### src/rtl/game_pkg.sv
// Shared definitions for the game sequencer slice: FSM state encoding,
// default geometry/level limits and the obstacle-height generator.
package game_pkg;

    typedef enum logic [1:0] {
        ST_IDLE     = 2'd0,
        ST_PLAY     = 2'd1,
        ST_GAMEOVER = 2'd2,
        ST_WIN      = 2'd3
    } game_state_t;

    localparam int X_WRAP_DEF    = 640;
    localparam int Y_MAX_DEF     = 200;
    localparam int WIN_LEVEL_DEF = 6;

    // Obstacle height sequence: t = 3*y1 + 7, folded back below 100 once it grows too tall
    localparam logic [11:0] LCG_MUL   = 12'd3;
    localparam logic [11:0] LCG_ADD   = 12'd7;
    localparam logic [11:0] LCG_LIMIT = 12'd220;
    localparam logic [11:0] LCG_MOD   = 12'd100;

    // Next obstacle height after a wrap; 12 bits hold 3*1023+7 without overflow
    function automatic logic [9:0] obst_next(input logic [9:0] y1);
        logic [11:0] t;
        t = {2'b00, y1} * LCG_MUL + LCG_ADD;
        if (t >= LCG_LIMIT) begin
            t = t % LCG_MOD;
        end
        return t[9:0];
    endfunction

endpackage

### src/rtl/frame_tick_gen.sv
// Frame start detector: one registered pulse each time the raster arrives at
// (0,0), no matter how many clocks it lingers there. After reset the origin is
// treated as already seen, so the raster must leave and come back first.
module frame_tick_gen (
    input  logic       clk_d,
    input  logic       rst,
    input  logic [9:0] pixel_x,
    input  logic [9:0] pixel_y,
    output logic       frame_tick
);

    logic at_origin;
    logic origin_seen;

    assign at_origin = (pixel_x == 10'd0) && (pixel_y == 10'd0);

    // Rising-edge detect on the origin flag, registered pulse out
    always_ff @(posedge clk_d) begin
        if (rst) begin
            origin_seen <= 1'b1;
            frame_tick  <= 1'b0;
        end else begin
            origin_seen <= at_origin;
            frame_tick  <= at_origin && !origin_seen;
        end
    end

endmodule

### src/rtl/game_sequencer.sv
// Frame-rate game controller: owns obstacle/player motion, level, score and
// the IDLE/PLAY/GAMEOVER/WIN state; the pixel generator only renders.
// Optional build macro GAME_PAUSE_EN adds a 'pause' input that freezes
// per-frame motion while playing (collisions still end the game).
module game_sequencer
    import game_pkg::*;
#(
    parameter int X_WRAP      = X_WRAP_DEF,
    parameter int SPEED_INIT  = 5,
    parameter int SPEED_MAX   = 15,
    parameter int Y_MAX       = Y_MAX_DEF,
    parameter int Y_STEP      = 3,
    parameter int OBST_Y_INIT = 10,
    parameter int WIN_LEVEL   = WIN_LEVEL_DEF
) (
    input  logic       clk_d,
    input  logic       btn,
`ifdef GAME_PAUSE_EN
    input  logic       pause,
`endif
    input  logic [9:0] pixel_x,
    input  logic [9:0] pixel_y,
    input  logic       mySW1,
    input  logic       collision,
    output logic [9:0] x_loc,
    output logic [9:0] y_loc,
    output logic [9:0] y1_loc,
    output logic [2:0] level,
    output logic [1:0] game_state,
    output logic [9:0] score,
    output logic       score_stop_signal,
    output logic       win_signal,
    output logic       frame_tick
);

    game_state_t state;
    logic [9:0]  speed;
    logic [10:0] x_sum;
    logic        wrap;
    logic [2:0]  level_nx;
    logic        pause_act;

`ifdef GAME_PAUSE_EN
    assign pause_act = pause;
`else
    assign pause_act = 1'b0;
`endif

    frame_tick_gen u_tick (
        .clk_d      (clk_d),
        .rst        (btn),
        .pixel_x    (pixel_x),
        .pixel_y    (pixel_y),
        .frame_tick (frame_tick)
    );

    // Wrap decision uses an 11-bit sum so x_loc+speed near 1023 cannot alias
    assign x_sum      = {1'b0, x_loc} + {1'b0, speed};
    assign wrap       = (x_sum >= 11'(X_WRAP));
    assign level_nx   = (level == 3'(WIN_LEVEL)) ? level : level + 3'd1;
    assign game_state = state;

    // Rising jump: a step that would pass Y_MAX is skipped, keeping the height on the Y_STEP grid
    function automatic logic [9:0] y_rise(input logic [9:0] y);
        logic [10:0] s;
        s = {1'b0, y} + 11'(Y_STEP);
        return (s > 11'(Y_MAX)) ? y : s[9:0];
    endfunction

    // Falling: clamp at ground level instead of wrapping
    function automatic logic [9:0] y_fall(input logic [9:0] y);
        return (y < 10'(Y_STEP)) ? 10'd0 : y - 10'(Y_STEP);
    endfunction

    // Game FSM plus all per-frame motion; collision outranks any same-cycle frame update
    always_ff @(posedge clk_d) begin
        if (btn) begin
            state             <= ST_IDLE;
            x_loc             <= 10'd0;
            y_loc             <= 10'd0;
            y1_loc            <= 10'(OBST_Y_INIT);
            speed             <= 10'(SPEED_INIT);
            level             <= 3'd0;
            score             <= 10'd0;
            score_stop_signal <= 1'b0;
            win_signal        <= 1'b0;
        end else begin
            case (state)
                ST_IDLE: begin
                    if (frame_tick && !mySW1) begin
                        state <= ST_PLAY;
                    end
                end
                ST_PLAY: begin
                    if (collision) begin
                        state             <= ST_GAMEOVER;
                        score_stop_signal <= 1'b1;
                    end else if (frame_tick && !pause_act) begin
                        if (wrap) begin
                            x_loc  <= 10'd0;
                            level  <= level_nx;
                            score  <= (score == 10'd1023) ? score : score + 10'd1;
                            speed  <= (speed >= 10'(SPEED_MAX)) ? speed : speed + 10'd1;
                            y1_loc <= obst_next(y1_loc);
                            if (level_nx == 3'(WIN_LEVEL)) begin
                                state             <= ST_WIN;
                                win_signal        <= 1'b1;
                                score_stop_signal <= 1'b1;
                            end
                        end else begin
                            x_loc <= x_sum[9:0];
                        end
                        y_loc <= mySW1 ? y_rise(y_loc) : y_fall(y_loc);
                    end
                end
                default: begin
                    // GAMEOVER and WIN hold everything until reset
                end
            endcase
        end
    end

endmodule
### config.mk
export PLATFORM = sky130hd
export DESIGN_NAME = game_sequencer
export DESIGN_NICKNAME = d
export VERILOG_FILES = /design/src/rtl/game_pkg.sv /design/src/rtl/frame_tick_gen.sv /design/src/rtl/game_sequencer.sv
export SDC_FILE = /design/constraint.sdc
export NUM_CORES = 1
export LEC_CHECK = 0
export BUFFER_PORTS_ARGS = -buffer_cell sky130_fd_sc_hd__clkbuf_2
export CAP_MARGIN = 20
export CORE_MARGIN = 2
export CORE_UTILIZATION = 55
export DETAILED_ROUTE_END_ITERATION = 8
export PLACE_DENSITY_LB_ADDON = 0.1
export SETUP_SLACK_MARGIN = 0.02
export SYNTH_ARGS = -nofsm -noshare
export SYNTH_HDL_FRONTEND = slang
export SYNTH_SLANG_ARGS = --single-unit
export TNS_END_PERCENT = 20
### constraint.sdc
create_clock -name clk_d -period 6.3 [get_ports clk_d]
set_clock_uncertainty 0.15 [all_clocks]
set_input_delay 1.26 -clock clk_d [delete_from_list [all_inputs] [get_ports clk_d]]
set_output_delay 1.26 -clock clk_d [all_outputs]
set_load 0.02 [all_outputs]
# Word-level counts from Yosys, hierarchy flattened
# Cells that the tools add are included.
[totals] out_inout_bits=48 inputBits=24 elab_cells=73 reg_bits=59
[classes] bitwise_logic=3 eq_ne=9 add_sub_neg=7 multipliers=1 div_mod_pow=1 magnitude_cmp=5 n_reduce_logical=20 n_mux=16
[ops] operator="10-bit two-way mux" count=5
[ops] operator="10-bit by 1-bit adder with 10-bit output, second input constant" count=2
[ops] operator="10-bit logical NOT" count=2
[ops] operator="5-bit AND reduction" count=4
[ops] operator="12-bit by 3-bit adder with 12-bit output, second input constant" count=1
[ops] operator="12-bit by 8-bit greater-or-equal comparator with 1-bit output, second input constant" count=1
[ops] operator="12-bit by 7-bit modulo with 12-bit output, second input constant" count=1
[ops] operator="10-bit by 2-bit multiplier with 12-bit output, second input constant" count=1
[ops] operator="4-bit AND reduction" count=3
[ops] operator="10-bit by 10-bit adder with 11-bit output" count=1
[ops] operator="10-bit by 2-bit adder with 11-bit output, second input constant" count=1
[ops] operator="11-bit by 10-bit greater-or-equal comparator with 1-bit output, second input constant" count=1
[ops] operator="11-bit by 8-bit > comparator with 1-bit output, second input constant" count=1
[ops] operator="10-bit equality test, second input constant" count=1
[ops] operator="10-bit by 4-bit greater-or-equal comparator with 1-bit output, second input constant" count=1
[ops] operator="10-bit by 2-bit < comparator with 1-bit output, second input constant" count=1
[ops] operator="2-bit two-way mux" count=5
[ops] operator="10-bit by 2-bit subtractor with 10-bit output, second input constant" count=1
[ops] operator="2-bit nonzero test" count=4
[ops] operator="3-bit equality test, second input constant" count=2
[ops] operator="3-bit != test, second input constant" count=2
[ops] operator="1-bit two-way mux" count=4
[ops] operator="2-bit != test, second input constant" count=2
[ops] operator="2-bit one-hot mux with 2 select lines" count=1
[ops] operator="other kinds (9)" count=14

# Longest topological paths before layout
# Gate-level depths: netlist of the first run.
[depth] depth_word=8 mapped_depth=25 mapped_depth_nobuf=21

# Hierarchy
# Synthesis of the first run repeated with hierarchy kept, for this count alone.
[unflattened] cells_unflattened=638 area_unflattened_um2=5087.4
[modules_own_cells] mod="game_sequencer" area_per_inst_um2=4979.8 seq_area_each_um2=1141.1 cells_each=626 n_inst=1
[modules_own_cells] mod="frame_tick_gen" area_per_inst_um2=107.6 seq_area_each_um2=40.0 cells_each=12 n_inst=1

# Worst setup path before layout of the first run
# Ideal clock, no wire load.
[synth_timing] path_kind="reg2reg" start="register y1_loc[1]" end="register y1_loc[3]" slack_ps=415 n_path_buf=1 stages_incl_launch_ff=23 synth_period_minus_slack_ps=5885 t_required_ps=6004 arrival_ps=5589 setup_ps=146 path_cell_list="dfxtp_1 -> inv_1 -> ha_1 -> inv_1 -> ha_1 -> a21o_1 -> a221o_1 -> a211o_1 -> nand3_2 -> a21oi_1 -> a211o_1 -> or4b_4 -> o21ai_1 -> mux2_2 -> a31oi_2 -> buf_6 -> nor4_1 -> o32ai_2 -> nand3_1 -> o2111a_2 -> or3_1 -> a221oi_2 -> a311oi_2"
[synth_via] elab_chain_cells=4 elab_cells_between_ends=5 cone_classes="add/sub: 1; mul: 1; div: 1; order compare: 1; mux: 1"
[synth_lines] element="from (decl)" line="game_sequencer.sv:27" text="output logic [9:0] y1_loc,"
[synth_lines] element="from (signal assigned)" line="game_sequencer.sv:81" text="y1_loc <= 10'(OBST_Y_INIT);"
[synth_lines] element="from (signal assigned)" line="game_sequencer.sv:104" text="y1_loc <= obst_next(y1_loc);"
[synth_lines] element="10-bit by 2-bit multiplier with 12-bit output (*)" line="game_pkg.sv:25" text="t = {2'b00, y1} * LCG_MUL + LCG_ADD;"
[synth_lines] element="12-bit by 3-bit adder with 12-bit output (*)" line="game_pkg.sv:25"
[synth_lines] element="12-bit by 7-bit modulo with 12-bit output or 12-bit by 8-bit greater-or-equal comparator with 1-bit output (tied branches)" line="game_pkg.sv:27, game_pkg.sv:26"
[synth_lines] element="10-bit two-way mux (*)" line="game_pkg.sv:26" text="if (t >= LCG_LIMIT) begin"
# Mark *: on every way between the ends. The rest lies on a longest branch, timed or not.
# A chain may end at the register's enable or synchronous reset.

# Worst setup path after layout of the first run
[layout_timing] start="register y1_loc[2]" end="register y1_loc[3]"
# Same word-level chain as after synthesis.

==> results.json, run 1 <==
{
  "vias": 5049,
  "grt_pass1_wl_um": 21300,
  "power_density_nw_per_um2": 128,
  "numCtsBuffers": 9,
  "ys_async_sr_fraction": 0,
  "synth_most_common_cell": "nor2_1",
  "syn_nets": 707,
  "die_w_um": 100,
  "yosys-top-cells-count": "nor2_1, dfxtp_1, a21oi_1",
  "synth-xor-area-share": 0.0721,
  "muxShareOfSynthArea": 0.0230,
  "cts_tree": "yes",
  "routed_wl_um": 12700,
  "grt_pass1_vias": 4747,
  "ios": 72,
  "ys_seq_area_frac": 0.233,
  "crit_path_start": "y1_loc[2]",
  "tightest_slew_ns": 1.12,
  "synth_top_area_share": 0.233,
  "dp_slack_ns": 0.140,
  "area_delta_synth_final_pct": 16.0,
  "hold_start": "u_tick.origin_seen",
  "worstPathRequired_ns": 6.32,
  "placementRows": 35,
  "irDropWorstVdd_uv": 151,
  "cts-htree-levels": 3,
  "synth.cell_area_um2": 5070,
  "final_nets": 774,
  "yosys.area.top_type": "dfxtp_1",
  "synth_area_per_cell_um2": 7.86,
  "synth_edf_count": 0,
  "p_total_mw": 0.750,
  "antenna_cells": 0,
  "core-area_um2": 9110,
  "overflow": 0,
  "die-area_um2": 10000,
  "final_util": 0.646,
  "period_needed_ns": 6.08,
  "yosys-top-cells-area": "dfxtp_1, ha_1, a21oi_1",
  "clock-sinks": 59,
  "hold_slack_ns": 0.247,
  "status": "finished clean",
  "synthSimpleGateAreaFrac": 0.243,
  "clkTransAtPathRegs_ns": 0.07,
  "first_iter_violations": 263,
  "syn_inst": 645,
  "yosys_warnings": 0,
  "clockBufferDepth": 2,
  "yosysUniqueCellTypes": 90,
  "clock_latency_ns": 0.34,
  "synth_seq_cells": 59,
  "gp_congestion": 0.890,
  "grt_usage": 0.255,
  "avgViaCountPerCell": 6.10,
  "synth_compound_area_frac": 0.283,
  "r2r_start": "y1_loc[2]",
  "synth_fa_ha_area_frac": 0.0992,
  "worst-endpoint-arrival_ns": 6.10,
  "fin_ws_ns": 0.222,
  "dp_hpwl_um": 9320,
  "antenna_left": 0,
  "drive_above_1_share": 0.218,
  "post-route-drc-count": 0,
  "synth_top_family_by_area": "compound AO/OA/AOI/OAI gates",
  "maxCapViolations": 0,
  "critPathLaunchType": "register",
  "dr.pass1.iters": 5,
  "grt_max_degree": 58,
  "drv_slew": 0,
  "hp-class": "reg -> reg",
  "start_util": 0.556,
  "antenna_found_initial": 0,
  "hold_buffers": 0,
  "fp.dieH_um": 100,
  "end_kind": "register",
  "fin_crit_sh": 0.965,
  "total_leakage_power_nw": 2.39,
  "synth_flop_cell": "dfxtp_1",
  "finalSetupViolCount": 0,
  "hold_viol_final": 0,
  "crit_type": "reg -> reg",
  "port_buffers": 71,
  "cts.root.buffer_cell": "clkbuf_8",
  "fmax_mhz": 165,
  "slew_headroom": 0.250,
  "wire_per_inst_um": 15.3,
  "crit_fanout": 10
}
## registers in the layout, summed over array words and instances (netlist names)
name,cells
x_loc,10
score_stop_signal,1
u_tick.frame_tick,1
game_state,2
u_tick.origin_seen,1
y1_loc,10
level,3
y_loc,10
win_signal,1
speed,10
score,10
## power breakdown
| part | total, mW | leakage, nW | switching (mW) | internal [mW] |
|---|---|---|---|---|
| Sequential | 0.373 | 0.475 | 0.000109 | 0.373 |
| Clock | 0.357 | 0.0987 | 0.164 | 0.193 |
| Combinational | 0.0204 | 1.82 | 0.0126 | 0.00775 |
| Total | 0.750 | 2.39 | 0.176 | 0.574 |
## worst max-delay path, stage by stage (launching register included)
cell and delay, ns:
dfxtp_2 0.37, inv_1 0.06, ha_1 0.27, inv_1 0.04, ha_1 0.34, a21o_1 0.25
a221oi_4 0.40, a2bb2oi_4 0.25, nand3_4 0.13, or3_1 0.41, a31oi_2 0.29, o21a_2 0.24
nor2_1 0.09, o41a_2 0.54, a31oi_4 0.22, buf_6 0.18, nor4_2 0.06, o32ai_4 0.36
nand3_1 0.17, o2111a_2 0.33, or3_1 0.40, a221oi_2 0.28, a311oi_2 0.07
## layout make-up
type | instances | area [um^2]
Clock buffer | 10 | 138
Fill cell | 825 | 3230
Timing Repair Buffer | 86 | 472
Multi-Input combinational cell | 530 | 3790
Inverter | 26 | 97.6
Tap cell | 111 | 139
Sequential cell | 59 | 1180
Clock inverter | 6 | 63.8
## cell families (layout without fill, tap and decap cells)
group                      count (synthesis)  after routing
xor gates and xnor gates                  40             40
AOI/OAI and AO/OA                        193            193
adders and majority gates                 40             40
muxes                                     11             11
DFF                                       59             59
buffers and inverters                     56            128
and+or+nand+nor                          246            246
## metrics by stage
stage | setup TNS [ns] | cells | area [um^2]
6_report | 0 | 828 | 5880
4_1_cts | 0 | 821 | 5680
3_5_place_dp | 0 | 805 | 5480
3_3_place_gp | 0 | 805 | 5480
2_1_floorplan | 0 | 645 | 5070
5_1_grt | -0.0316 | 828 | 5880
## final timing paths
path                        to  slack (ns)  cells after the start
max reg2reg          y1_loc[3]        0.22                     22
min          u_tick.frame_tick        0.25                      1
min reg2reg  u_tick.frame_tick        0.25                      1
max                  y1_loc[3]        0.22                     22
## cell usage in the layout, fill, tap and decap left out, types with 11 or more instances in the layout
cell type	n
inv_1	26
nor3_1	21
dfxtp_1	57
nand4_1	14
nand3_1	24
nor2b_1	11
buf_4	14
nor2_1	68
nand2_1	48
o21ai_0	21
xnor2_1	21
ha_1	34
clkbuf_2	71
xor2_1	15
a21oi_1	50
## layer usage
layer	up-vias	share of wire	track usage
met4	0	0.0099	0.0674
met5	-	0	0
met1	2349	0.45	0.328
li1	2530	-	-
met2	158	0.48	0.439
met3	12	0.055	0.0494
## timing repair
item,4_1_cts,5_1_grt
gates resized for setup,0,27
setup buffers,0,7
setup endpoints to repair,0,5
No activity file was read; power rests on OpenSTA's default activity.
==> run 2: changes to the inputs <==
Settings changed: CORE_UTILIZATION 55 to 59.
==> run 2 against run 1 <==
Register-to-register slack about the same. Non-clock buffer count did not move. Count of clock-buffer cells in the layout stayed put. Setup slack improved by 0.011 ns. Combinational power about the same. Hold slack got worse by 0.0063 ns. Power down 0.11%. Via count increased by 2.4%. First-iteration DRC count down 9.9%. Global-route usage grew 2.1 points. Flip-flop and latch count is the same. Clock power about the same. Critical path type unchanged. Largest power group unchanged.
==> results.json, run 2 (synthesized netlist as in run 1, its figures left out) <==
{
  "final_util": 0.710,
  "ff2ff_setup_slack_ns": 0.23,
  "clock_latency_ns": 0.34,
  "grt_max_degree": 50,
  "irDropWorstVdd_uv": 124,
  "finalSetupViolCount": 0,
  "post-route-drc-count": 0,
  "cts.root.buffer_cell": "clkbuf_8",
  "die_w_um": 96.7,
  "worstPathCellList": "ha_1 > ha_1 > a21o_1 > a221o_1 > a211o_1 > nand3_4 > a21oi_1 > a211o_1 > or4b_4 > o21ai_2 > mux2_2 > a31oi_4 > buf_6 > nor4_1 > o32ai_2 > nand3_1 > o2111a_2 > or3_1 > a221oi_2 > a311oi_2",
  "placed_area_um2": 5480,
  "hold_viol_final": 0,
  "hold_buffers": 0,
  "gp_congestion": 0.962,
  "critPathLaunchType": "register",
  "hold_slack_ns": 0.241,
  "clkTransAtPathRegs_ns": 0.08,
  "antenna_cells": 0,
  "fp.dieH_um": 96.7,
  "cts-htree-levels": 3,
  "nFillCells": 691,
  "fin_ws_ns": 0.232,
  "clock-sinks": 59,
  "status": "finished clean",
  "drive_above_1_share": 0.212,
  "fin_crit_sh": 0.963,
  "slew_headroom": 0.450,
  "first_iter_violations": 237,
  "placementRows": 33,
  "fin_area_um2": 5860,
  "antenna_found_initial": 0,
  "total_leakage_power_nw": 2.39,
  "die-area_um2": 9350,
  "overflow": 0,
  "slowest_delay_ns": 0.54,
  "end_kind": "register",
  "layout_commonest_cell": "clkbuf_2",
  "period_needed_ns": 6.07,
  "tightest_slew_ns": 0.819,
  "start_util": 0.614,
  "p_total_mw": 0.749,
  "port_buffers": 71,
  "worstPathRequired_ns": 6.33,
  "maxCapViolations": 0,
  "cts_tree": "yes",
  "worst-endpoint-arrival_ns": 6.10,
  "crit_slowest_cell": "or4b_4",
  "numCtsBuffers": 9,
  "core-area_um2": 8260,
  "grt_pass1_vias": 4990,
  "final_cell_mix": "clkbuf_2, nor2_1, dfxtp_1, a21oi_1, nand2_1",
  "wire_per_inst_um": 15.9,
  "fmax_mhz": 165,
  "grt_usage": 0.277,
  "dp_slack_ns": 0.0633,
  "routed_wl_um": 13100,
  "clockBufferDepth": 2,
  "dr.pass1.iters": 4,
  "dp_hpwl_um": 9430,
  "antenna_left": 0,
  "ios": 72,
  "crit_fanout": 9,
  "vias": 5169,
  "final_nets": 774,
  "hp-class": "reg -> reg",
  "power_density_nw_per_um2": 128,
  "grt_pass1_wl_um": 22400,
  "avgViaCountPerCell": 6.29,
  "crit_type": "reg -> reg",
  "drv_slew": 0,
  "area_delta_synth_final_pct": 15.7
}
## run 2: path summary, 6_finish.rpt
path	startpoint	to	cells past startpoint
worst max-delay path	y1_loc[3]	y1_loc[3]	20
worst max register to register	y1_loc[3]	y1_loc[3]	20
worst min-delay path	u_tick.origin_seen	u_tick.frame_tick	1
worst min register to register	u_tick.origin_seen	u_tick.frame_tick	1
## run 2: worst max-delay path, delay by kind of cell, from the launching register on
kind	cells	cell delay, ns
AND/OR/NAND/NOR	5	1.32
buffers and inverters	1	0.17
adder cells (fa/ha/maj)	2	0.69
AO/OA/AOI/OAI	11	2.78
multiplexers	1	0.40
flip-flops	1	0.36
## run 2: timing repair
item                       4_1_cts  5_1_grt
gates resized for setup          1       25
pin swaps                        0        8
setup endpoints to repair        1        5
setup buffers                    0        5
## run 2: area by class of cell
cell class	instances	area, um^2	area share
Multi-Input combinational cell	530	3770	0.644
Clock inverter	6	65.1	0.0111
Timing Repair Buffer	86	472	0.0805
Tap cell	105	131	0.0224
Sequential cell	59	1180	0.202
Inverter	26	97.6	0.0166
Clock buffer	10	138	0.0235
## run 2: where the power goes
group / leakage (nW) / switching [mW] / internal, mW
Combinational: 1.82 / 0.0126 / 0.00774
Clock: 0.102 / 0.163 / 0.193
Sequential: 0.475 / 0.0000751 / 0.373
## run 2: routing by layer
| layer | track usage | vias to the layer above | share of wire |
|---|---|---|---|
| met5 | 0 | - | 0 |
| met4 | 0.0780 | 0 | 0.014 |
| met2 | 0.471 | 148 | 0.49 |
| met1 | 0.355 | 2483 | 0.45 |
| li1 | - | 2518 | - |
| met3 | 0.0571 | 20 | 0.049 |
## run 2: metrics by stage
step / setup TNS (ns) / cells
after floorplan: 0 / 645
after global placement: 0 / 800
after detailed placement: 0 / 800
after CTS: 0 / 816
after global routing: -0.0479 / 822
final: 0 / 822
==> run 3: changes to the inputs <==
Settings changed: BUFFER_PORTS_ARGS -buffer_cell sky130_fd_sc_hd__clkbuf_2 to -buffer_cell sky130_fd_sc_hd__buf_4, PLACE_DENSITY_LB_ADDON 0.1 to 0.05.
==> run 3 against run 2 <==
Largest cell class unchanged. Clock power grew 24%. Sequential power about the same. Cell count grew 0.49%. Wire length increased by 4.4%. Setup slack lost 0.037 ns.
==> results.json, run 3 (synthesized netlist as in run 1, its figures left out) <==
{
  "final_cell_mix": "buf_4, nor2_1, dfxtp_1, a21oi_1, nand2_1",
  "antenna_found_initial": 0,
  "whs_path_depth": 1,
  "drive_above_1_share": 0.222,
  "power_density_nw_per_um2": 137,
  "hp-class": "reg -> reg",
  "area_delta_synth_final_pct": 20.9,
  "numCtsBuffers": 9,
  "hold_start": "u_tick.origin_seen",
  "antenna_cells": 0,
  "post-route-drc-count": 0,
  "crit_fanout": 8,
  "power.internal_mw": 0.659,
  "grt_pass1_vias": 4888,
  "irDropWorstVdd_uv": 110,
  "wire_per_inst_um": 16.5,
  "slew_headroom": 0.245,
  "cts.root.buffer_cell": "clkbuf_8",
  "r2r_start": "y1_loc[5]",
  "cts_tree": "yes",
  "total_leakage_power_nw": 2.48,
  "vias": 5193,
  "layout_commonest_cell": "buf_4",
  "hold_slack_ns": 0.238,
  "clkTransAtPathRegs_ns": 0.07,
  "placementRows": 33,
  "finalSetupViolCount": 0,
  "clock_latency_ns": 0.34,
  "hold_viol_final": 0,
  "grt_max_degree": 58,
  "ff2ff_setup_slack_ns": 0.20,
  "swShare": 0.216,
  "fin_area_um2": 6130,
  "routed_wl_um": 13700,
  "overflow": 0,
  "worstPathRequired_ns": 6.38,
  "die_w_um": 96.7,
  "seqPwrFrac": 0.444,
  "dr.pass1.iters": 5,
  "nFillCells": 656,
  "critPathLaunchType": "register",
  "clockBufferDepth": 2,
  "dp_hpwl_um": 9700,
  "antenna_left": 0,
  "grt_pass1_wl_um": 22300,
  "ios": 72,
  "p_comb_frac": 0.028,
  "instances_no_fill": 826,
  "drv_slew": 0,
  "min_to": "u_tick.frame_tick",
  "clkPwrFrac": 0.528,
  "dp_cells": 800,
  "maxCapViolations": 0,
  "fp.dieH_um": 96.7,
  "fin_crit_sh": 0.969,
  "port_buffers": 71,
  "core-area_um2": 8260,
  "worst-r2r-cell-count": 20,
  "final_nets": 778,
  "r2r_end": "y1_loc[6]",
  "placed_area_um2": 5660,
  "gp_congestion": 0.914,
  "clock-sinks": 59,
  "power_switching_mw": 0.182,
  "first_iter_violations": 318,
  "grt_usage": 0.278,
  "fmax_mhz": 164,
  "start_util": 0.614,
  "avgViaCountPerCell": 6.29,
  "period_needed_ns": 6.10,
  "cts-htree-levels": 3,
  "worst-endpoint-arrival_ns": 6.19,
  "end_kind": "register",
  "status": "finished clean",
  "die-area_um2": 9350,
  "crit_type": "reg -> reg",
  "tightest_slew_ns": 1.13
}
## run 3: changes by cell type in the layout (fill, tap and decap cells not counted), sizes merged
cell	previous run	this run
inv	26	27
clkbuf	81	10
bufinv	1	3
buf	15	90
clkinv	4	1
## run 3: power by group through the flow
stage	Combinational, mW	Clock [mW]	Sequential [mW]
3_5_place_dp	0.0237	0	0.382
4_1_cts	0.0238	0.449	0.373
5_1_grt	0.0259	0.467	0.373
6_report	0.0238	0.443	0.373
3_3_place_gp	0.0235	0	0.382
2_1_floorplan	0.0105	0	0.382
## run 3: stage by stage
stage	total power [mW]	TNS, ns	utilization	worst slack, ns
6_report	0.840	0	0.742	0.195
5_1_grt	0.866	-0.0289	0.742	-0.0241
4_1_cts	0.845	0	0.715	0.106
3_5_place_dp	0.405	0	0.685	0.149
3_3_place_gp	0.405	0	0.685	0.287
2_1_floorplan	0.392	0	-	0.415
## run 3: final cells by class
cell class | count | area [um^2] | share of cell area
Inverter | 26 | 97.6 | 0.0159
Sequential cell | 59 | 1180 | 0.193
Multi-Input combinational cell | 530 | 3790 | 0.618
Clock buffer | 10 | 138 | 0.0225
Tap cell | 105 | 131 | 0.0214
Clock inverter | 6 | 111 | 0.0182
Timing Repair Buffer | 90 | 676 | 0.110
## run 3: routing by layer
metal,global-route usage,vias to the layer above,wire length (um)
li1,-,2527,-
met1,0.355,2442,6030
met2,0.468,192,6500
met3,0.0614,32,794
met4,0.0878,0,331
met5,0,-,0
## run 3: how the worst max path moves through the flow
| stage | start | end | slack [ns] |
|---|---|---|---|
| global route | y1_loc[8] | y1_loc[3] | -0.02 |
| floorplan | y1_loc[1] | y1_loc[3] | 0.42 |
| global placement | y1_loc[5] | y1_loc[6] | 0.29 |
| CTS | y1_loc[2] | y1_loc[3] | 0.11 |
| detailed placement | y1_loc[2] | y1_loc[3] | 0.15 |
| finish | y1_loc[5] | y1_loc[6] | 0.20 |
## run 3: what timing repair did
action / 4_1_cts / 5_1_grt
resized for setup: 0 / 30
hold buffers: 0 / 0
setup buffers: 0 / 10
endpoints found under the setup margin: 0 / 5
## run 3: critical path, cell delays in order (launching register included)
cell and delay [ns]:
dfxtp_1 0.45, ha_1 0.28, ha_2 0.37, and3_1 0.25
a221o_1 0.39, nand4b_1 0.19, and4_4 0.29, a21oi_1 0.11
a211o_1 0.36, or4b_4 0.54, o21ai_2 0.10, xor2_2 0.31
a31oi_4 0.14, buf_4 0.18, xnor2_1 0.40, o32ai_4 0.20
a31oi_2 0.33, nor2_2 0.12, o31ai_4 0.36, nand4_1 0.18
a221oi_1 0.32
